==> src/rtl/pi_levels.sv <==
// pi_levels: priority-interrupt level controller; ON/GEN from CONO PI, PIR sampled by LOAD..TEST, arbitrated against PIH.
// Latency: LOAD to REQ_VALID is 4 cycles; HOLD_LEVEL follows REQ_ACK by one cycle.
// Backpressure: REQ_VALID/REQ_LEVEL hold until REQ_ACK or a CONO; optional GEN register under `ifdef PI_SOFT_GEN_EN.
module pi_levels #(
    parameter int LEVELS = 7,
    parameter int LW     = $clog2(LEVELS + 1)
) (
    input  logic              CLK,
    input  logic              RESET_N,
    input  logic              CONO_VALID,
    input  logic [6:0]        CONO_CMD,
    input  logic [LEVELS-1:0] CONO_MASK,
    input  logic [LEVELS-1:0] IO_REQ,
    input  logic              PI_DISABLE,
    input  logic              PI_CYCLE,
    input  logic              REQ_ACK,
    input  logic              DISMISS,
    output logic              REQ_VALID,
    output logic [LW-1:0]     REQ_LEVEL,
    output logic [LW-1:0]     HOLD_LEVEL,
    output logic [LEVELS-1:0] PIH,
    output logic [LEVELS-1:0] PIR,
    output logic [LEVELS-1:0] ON,
    output logic [LEVELS-1:0] GEN,
    output logic              ACTIVE
);

    typedef enum logic [2:0] {S_IDLE, S_LOAD, S_WAIT1, S_WAIT2, S_TEST, S_REQ} state_t;

    state_t            state;
    logic [LEVELS-1:0] on_q, gen_q, pih_q, pir_q;
    logic              active_q, cono_dly, req_vld_q;
    logic [LW-1:0]     req_lvl_q;

    logic              sys_clr, cono_apply, test_go;
    logic [LEVELS-1:0] on_nxt, pir_en, ack_mask, dis_mask;
    logic [LW-1:0]     hold_level, pir_first;
    logic              active_nxt;

    // Encoded number of the lowest set bit (highest priority); 0 when empty.
    function automatic logic [LW-1:0] first_set(input logic [LEVELS-1:0] v);
        first_set = '0;
        for (int i = LEVELS - 1; i >= 0; i--) begin
            if (v[i]) first_set = LW'(i + 1);
        end
    endfunction

    assign sys_clr    = CONO_VALID && CONO_CMD[0];
    assign cono_apply = CONO_VALID && !CONO_CMD[0];
    assign on_nxt     = (on_q & ~(CONO_CMD[4] ? CONO_MASK : '0)) | (CONO_CMD[3] ? CONO_MASK : '0);
    assign active_nxt = CONO_CMD[6] ? 1'b1 : (CONO_CMD[5] ? 1'b0 : active_q);
    assign pir_en     = {LEVELS{active_q}} & (gen_q | (on_q & IO_REQ));
    assign hold_level = first_set(pih_q);
    assign pir_first  = first_set(pir_q);
    assign test_go    = (pir_q != '0) && !PI_DISABLE &&
                        ((hold_level == '0) || (pir_first < hold_level));

    always_comb begin
        ack_mask = '0;
        dis_mask = '0;
        for (int i = 0; i < LEVELS; i++) begin
            ack_mask[i] = (state == S_REQ) && REQ_ACK && (req_lvl_q == LW'(i + 1));
            dis_mask[i] = DISMISS && (hold_level == LW'(i + 1));
        end
    end

`ifdef PI_SOFT_GEN_EN
    always_ff @(posedge CLK) begin
        if (!RESET_N || sys_clr) begin
            gen_q <= '0;
        end else if (cono_apply) begin
            gen_q <= (gen_q & ~(CONO_CMD[1] ? CONO_MASK : '0)) | (CONO_CMD[2] ? CONO_MASK : '0);
        end
    end
`else
    logic gen_cmd_unused;
    assign gen_cmd_unused = ^CONO_CMD[2:1];
    assign gen_q          = '0;
`endif

    always_ff @(posedge CLK) begin
        if (!RESET_N || sys_clr) begin
            state     <= S_IDLE;
            on_q      <= '0;
            pih_q     <= '0;
            pir_q     <= '0;
            active_q  <= 1'b0;
            cono_dly  <= 1'b0;
            req_vld_q <= 1'b0;
            req_lvl_q <= '0;
        end else begin
            if (cono_apply) begin
                on_q     <= on_nxt;
                active_q <= active_nxt;
            end
            cono_dly <= CONO_VALID;
            // Dismiss clears the old highest level before an ack sets the new one.
            pih_q    <= (pih_q & ~dis_mask) | ack_mask;
            case (state)
                S_IDLE: begin
                    if (!CONO_VALID && !cono_dly && !PI_CYCLE) state <= S_LOAD;
                end
                S_LOAD: begin
                    pir_q <= pir_en;
                    state <= CONO_VALID ? S_IDLE : S_WAIT1;
                end
                S_WAIT1: state <= CONO_VALID ? S_IDLE : S_WAIT2;
                S_WAIT2: state <= CONO_VALID ? S_IDLE : S_TEST;
                S_TEST: begin
                    if (!CONO_VALID && test_go) begin
                        state     <= S_REQ;
                        req_vld_q <= 1'b1;
                        req_lvl_q <= pir_first;
                    end else begin
                        state <= S_IDLE;
                    end
                end
                S_REQ: begin
                    if (REQ_ACK) begin
                        pir_q     <= pir_q & ~ack_mask;
                        state     <= S_IDLE;
                        req_vld_q <= 1'b0;
                        req_lvl_q <= '0;
                    end else if (CONO_VALID) begin
                        state     <= S_IDLE;
                        req_vld_q <= 1'b0;
                        req_lvl_q <= '0;
                    end
                end
                default: state <= S_IDLE;
            endcase
        end
    end

    assign REQ_VALID  = req_vld_q;
    assign REQ_LEVEL  = req_lvl_q;
    assign HOLD_LEVEL = hold_level;
    assign PIH        = pih_q;
    assign PIR        = pir_q;
    assign ON         = on_q;
    assign GEN        = gen_q;
    assign ACTIVE     = active_q;

endmodule

==> config.mk <==
export PLATFORM = sky130hd
export DESIGN_NAME = pi_levels
export DESIGN_NICKNAME = d
export VERILOG_FILES = /design/src/rtl/pi_levels.sv
export SDC_FILE = /design/constraint.sdc
export NUM_CORES = 1
export LEC_CHECK = 0
export BUFFER_PORTS_ARGS = -buffer_cell sky130_fd_sc_hd__buf_4
export CAP_MARGIN = 0
export CORE_AREA = 2 2 63 65
export CTS_CLUSTER_DIAMETER = 120
export DETAILED_ROUTE_END_ITERATION = 16
export DIE_AREA = 0 0 65 67
export PLACE_DENSITY_LB_ADDON = 0.1
export SLEW_MARGIN = 20
export SYNTH_ARGS = -nofsm -noshare
export SYNTH_HDL_FRONTEND = slang
export SYNTH_SLANG_ARGS = --single-unit
==> constraint.sdc <==
create_clock -name CLK -period 4.1 [get_ports CLK]
set_input_delay 0.82 -clock CLK [delete_from_list [all_inputs] [get_ports CLK]]
set_output_delay 0.82 -clock CLK [all_outputs]
set_load 0.05 [all_outputs]
# --- Word level (Yosys, flattened, before mapping) ---
# Cells that the tools add are included.
word_totals:
  reg_bits: 30
  latchBits: 0
  ram_bits: 0
  rom_bits: 0
  inputBits: 28
  output_inout_bits: 36
  word_cells: 116
  n_memories: 0
op_classes:
  addsub: 0
  n_mul: 0
  n_div: 0
  n_lt_le_gt_ge: 1
  eq_ne: 23
  shifts: 0
  n_mux: 34
  n_bitwise: 10
  n_reduce_logical: 40
op_table:
  columns: ["operator", "n"]
  rows:
  - ["$mux 3", 20]
  - ["$and 7x7->7", 5]
  - ["$eq 3x3->1 const B", 10]
  - ["$logic_and 1x1->1", 22]
  - ["$mux 7", 3]
  - ["$not 7->7", 3]
  - ["$eq 3x2->1 const B", 6]
  - ["$pmux 3 s6", 1]
  - ["$or 7x7->7", 2]
  - ["$pmux 7 s2", 1]
  - ["$eq 3x1->1 const B", 3]
  - ["$reduce_bool 7->1", 1]
  - ["$logic_not 1->1", 6]
  - ["$logic_not 3->1", 2]
  - ["$ne 2x2->1 const B", 3]
  - ["$pmux 3 s2", 1]
  - ["$reduce_and 2->1", 3]
  - ["$reduce_bool 2->1", 3]
  - ["$mux 1", 5]
  - ["$mux 2", 2]
  - ["$lt 3x3->1", 1]
  - ["$ne 3x3->1 const B", 1]
  - ["$reduce_and 3->1", 1]
  - ["$logic_or 1x1->1", 2]
  - ["$pmux 1 s2", 1]

# --- Logic depth before layout (Yosys ltp) ---
depth:
  ltp_word: 13
  depth_mapped: 9
  ltp_nobuf: 9

# --- Least setup slack after synthesis ---
# OpenSTA, ideal clock, no wires.
synth_path:
  path_kind: "reg-to-reg"
  startpoint: "register pih_q[6] (netlist: PIH[6])"
  endpoint: "register req_vld_q (netlist: REQ_VALID)"
  setup_ps: 117
  arrival_time_ps: 2853
  required_ps: 3983
  setup_slack_ps: 1130
  stages_incl_launch_ff: 9
  path_buffers: 0
  synth_period_minus_slack_ps: 2970
  path_cell_list: "dfxtp_1 > o21ai_0 > a21oi_1 > inv_1 > ha_1 > o21ai_0 > a22oi_1 > a21boi_4 > a22o_1"
synth_via:
  elab_chain_cells: 13
  elab_cells_between_ends: 14
  cone_classes: "1 x order compare; 1 x eq/ne; 7 x mux; 5 x reduce/logical"
synth_rtl:
  columns: ["element", "line", "rtl"]
  rows:
  - ["start, declared", "31", "logic [LEVELS-1:0] on_q, gen_q, pih_q, pir_q;"]
  - ["start signal, assigned", "98", "pih_q <= (pih_q & ~dis_mask) | ack_mask;"]
  - ["$mux 3 * (7 in a row)", "44", "if (v[i]) first_set = LW'(i + 1);"]
  - ["via HOLD_LEVEL[1]", "20", "output logic [LW-1:0] HOLD_LEVEL,"]
  - ["$lt 3x3->1 or $logic_not 3->1 (tied branches)", "56", "((hold_level == '0) || (pir_first < hold_level));"]
  - ["$logic_or 1x1->1 *", "56", null]
  - ["$logic_and 1x1->1 *", "55", "assign test_go = (pir_q != '0) && !PI_DISABLE &&"]
  - ["$logic_and 1x1->1 *", "110", "if (!CONO_VALID && test_go) begin"]
  - ["$ne 2x2->1 (no line) *", null, null]
  - ["$reduce_and 3->1 (no line) *", null, null]
  - ["end signal, assigned", "112", "req_vld_q <= 1'b1;"]
  - ["end signal, assigned", "122", "req_vld_q <= 1'b0;"]
  - ["end signal, assigned", "126", "req_vld_q <= 1'b0;"]
  - ["end, declared", "32", "logic active_q, cono_dly, req_vld_q;"]
# Mark *: on every way through the listed nets, which the timed path passes. The rest lies on a longest branch.
# A chain may end at the register's enable or synchronous reset.

# --- Worst setup path in the final report ---
layout_path:
  startpoint: "register pih_q[2] (netlist: PIH[2])"
  endpoint: "output port HOLD_LEVEL[0]"
layout_via:
  elab_chain_cells: 3
layout_rtl:
  columns: ["element", "line"]
  rows:
  - ["$mux 3 (3 in a row)", "44"]
  - ["end, declared", "20"]
# Every way passes these cells.

==> impl_metrics.json <==
{
  "status": "completed",
  "cts_tree": "done",
  "crit_start": "PIH[2]",
  "instances_no_fill": 305,
  "root_buffer": "clkbuf_8",
  "drc": 0,
  "nNetsFinal": 286,
  "place.detailed.instances": 297,
  "rsz0062_at_grt": "false",
  "max_slew_margin_pct": 57.7,
  "synth_top_area_share_pct": 37.2,
  "grt_pass1_wl_mm": 6.56,
  "routed_wl_mm": 3.88,
  "path_clk_slew_ps": 70,
  "worstMarginPinSlew_ps": 632,
  "maxSlewViolCount": 0,
  "yosysMostFrequentCell": "nand2_1",
  "dp_hpwl_mm": 3.09,
  "peakVddDrop_uv": 178,
  "ant_nets": 0,
  "post_cts_resized": 0,
  "port_buffers": 54,
  "hp-start": "REQ_VALID",
  "post-cts-setup-buffers": 0,
  "cap_violations": 0,
  "crit_path_end_kind": "output port",
  "hp-class": "reg -> reg",
  "crit_fanout": 7,
  "pin_count": 64,
  "syn_avg_cell_area_um2": 7.92,
  "fmaxAchievable_mhz": 399,
  "crit_required_ps": 3280,
  "synthTopCellsByArea": "dfxtp_1 (37%), nand2_1 (7.9%), a21oi_1 (5.9%), a22oi_1 (4.2%), buf_4 (3.7%)",
  "final_cell_area_um2": 2100,
  "cts_sinks": 30,
  "fin_tns_setup_ps": 0,
  "synth-seq-cells": 30,
  "detail_route.wl_per_cell_um": 12.7,
  "skew_ps": 3.31,
  "pre_cts_slack_ps": 1720,
  "fin_hold_ws_ps": 480,
  "dr.first_iter.drc_count": 46,
  "worst-setup-path-type": "reg -> out",
  "synth-main-ff-cell": "dfxtp_1",
  "die_x_um": 65,
  "initial_utilization_pct": 44.8,
  "grt_remaining_overflow": 0,
  "arrival_ps": 1680,
  "die_y_um": 67,
  "diodes": 0,
  "htree_levels": 2,
  "fin_crit_sh_pct": 61.1,
  "power_density_nw_per_um2": 295,
  "syn_inst": 204,
  "synth_edf_count": 0,
  "grt_pass1_vias": 1482,
  "rows": 22,
  "yosysTopAreaCell": "dfxtp_1",
  "fin_crit_ps": 2500,
  "synth_area_um2": 1620,
  "r2r.worst_path.cells": 8,
  "clock_latency_ps": 280,
  "design.die.area_um2": 4360,
  "ys_warn_count": 0,
  "placed_cell_area_um2": 2010,
  "cts_buffers": 5,
  "globalplace.congestion": 0.787,
  "grt_max_degree": 19,
  "hold_violations": 0,
  "critPathCapture": "HOLD_LEVEL[0]",
  "core_um2": 3610,
  "drive_above_1_share_pct": 26.8,
  "p_leak_uw": 0.000853,
  "clk_path_buf_depth": 2,
  "firstDrtPassIters": 5,
  "synth_common_cells": "nand2_1 (34), dfxtp_1 (30), a21oi_1 (19)",
  "vias": 1571,
  "hold_buffers": 0,
  "r2r_setup_slack_ps": 1730,
  "syn2layout_area_growth_pct": 30.2,
  "rr_startpoint": "PIH[0]",
  "synth_seq_area_share_pct": 37.2,
  "synthArstFlopShare_pct": 0,
  "grt.total_usage_pct": 19.6,
  "r2r-end": "REQ_LEVEL[1]",
  "via_per_inst": 5.15,
  "synth_cell_type_count": 47,
  "setup_viol_count_final": 0,
  "antenna_found_initial": 0,
  "fin_ws_ps": 1600,
  "cp-start-kind": "flip-flop"
}
critical path, stage by stage (launching register included):
cell	delay [ps]
dfxtp_1	420
inv_1	60
a221oi_1	530
or2_2	200
buf_4	190
cells by family (layout without fill, tap and decap cells):
| kind of cell | after synthesis | count (layout) | share of synthesized area (%) |
|---|---|---|---|
| muxes | 3 | 3 | 1.86 |
| and+or+nand+nor | 86 | 86 | 26.3 |
| buffers and inverters | 23 | 70 | 7.74 |
| other | 1 | 7 | 0.232 |
| xor gates and xnor gates | 1 | 1 | 0.542 |
| adders and majority gates | 2 | 2 | 1.55 |
| AOI/OAI and AO/OA | 58 | 58 | 24.6 |
| DFF | 30 | 30 | 37.2 |
layout make-up:
| class | instances | area [µm²] |
|---|---|---|
| Timing Repair Buffer | 54 | 405 |
| Inverter | 8 | 30.0 |
| Tap cell | 48 | 60.1 |
| Clock inverter | 2 | 12.5 |
| Sequential cell | 30 | 601 |
| Multi-Input combinational cell | 157 | 913 |
| Clock buffer | 6 | 82.6 |
| Fill cell | 343 | 1500 |
flip-flops by register name (all words and copies together), names as in the netlist:
name       count
REQ_VALID      1
state          3
cono_dly       1
PIH            7
ACTIVE         1
ON             7
PIR            7
REQ_LEVEL      3
where the power goes:
group          leakage, µW  internal (µW)  switching (µW)
logic             0.000564           28.6            44.2
registers         0.000242            295            4.17
clock network    0.0000472            135             114
layer usage:
metal | wire length [µm] | global-route usage, % | vias to the layer above
li1 | - | - | 816
met1 | 1740 | 23.8 | 693
met2 | 1870 | 33.0 | 56
met3 | 239 | 5.91 | 6
met4 | 37 | 6.91 | 0
met5 | 0 | 0 | -
worst min-delay path by stage:
stage	endpoint	slack, ps	depth (start not counted)
2_1_floorplan	state[1]	530	2
3_3_place_gp	REQ_VALID	460	1
3_5_place_dp	REQ_VALID	470	1
4_1_cts	REQ_VALID	480	1
5_1_grt	REQ_LEVEL[2]	500	2
6_report	REQ_VALID	480	1
layout by cell type (no fill, tap or decap), types with 2 or more instances in the layout:
cell type / synthesis / layout
a21oi_1: 19 / 19
a221oi_1: 2 / 2
a22oi_1: 9 / 9
a41o_1: 2 / 2
and2_1: 4 / 4
buf_4: 8 / 54
clkbuf_8: 0 / 6
conb_1: 1 / 7
dfxtp_1: 30 / 30
ha_1: 2 / 2
inv_1: 8 / 8
mux2i_1: 3 / 3
nand2_1: 34 / 34
nand2b_1: 5 / 5
nand3_1: 3 / 3
nand3b_1: 2 / 2
nor2_1: 16 / 16
nor2b_1: 7 / 7
nor3_1: 3 / 3
nor4_1: 2 / 2
o21ai_0: 8 / 8
o22ai_1: 5 / 5
or2_2: 2 / 2
through the flow:
step | power [µW] | utilization (%)
global route | 652 | 58.4
CTS | 627 | 58.4
detailed placement | 379 | 55.7
finish | 620 | 58.4
global placement | 379 | 55.7
floorplan | 357 | -
(Power assumes the default switching activity.)
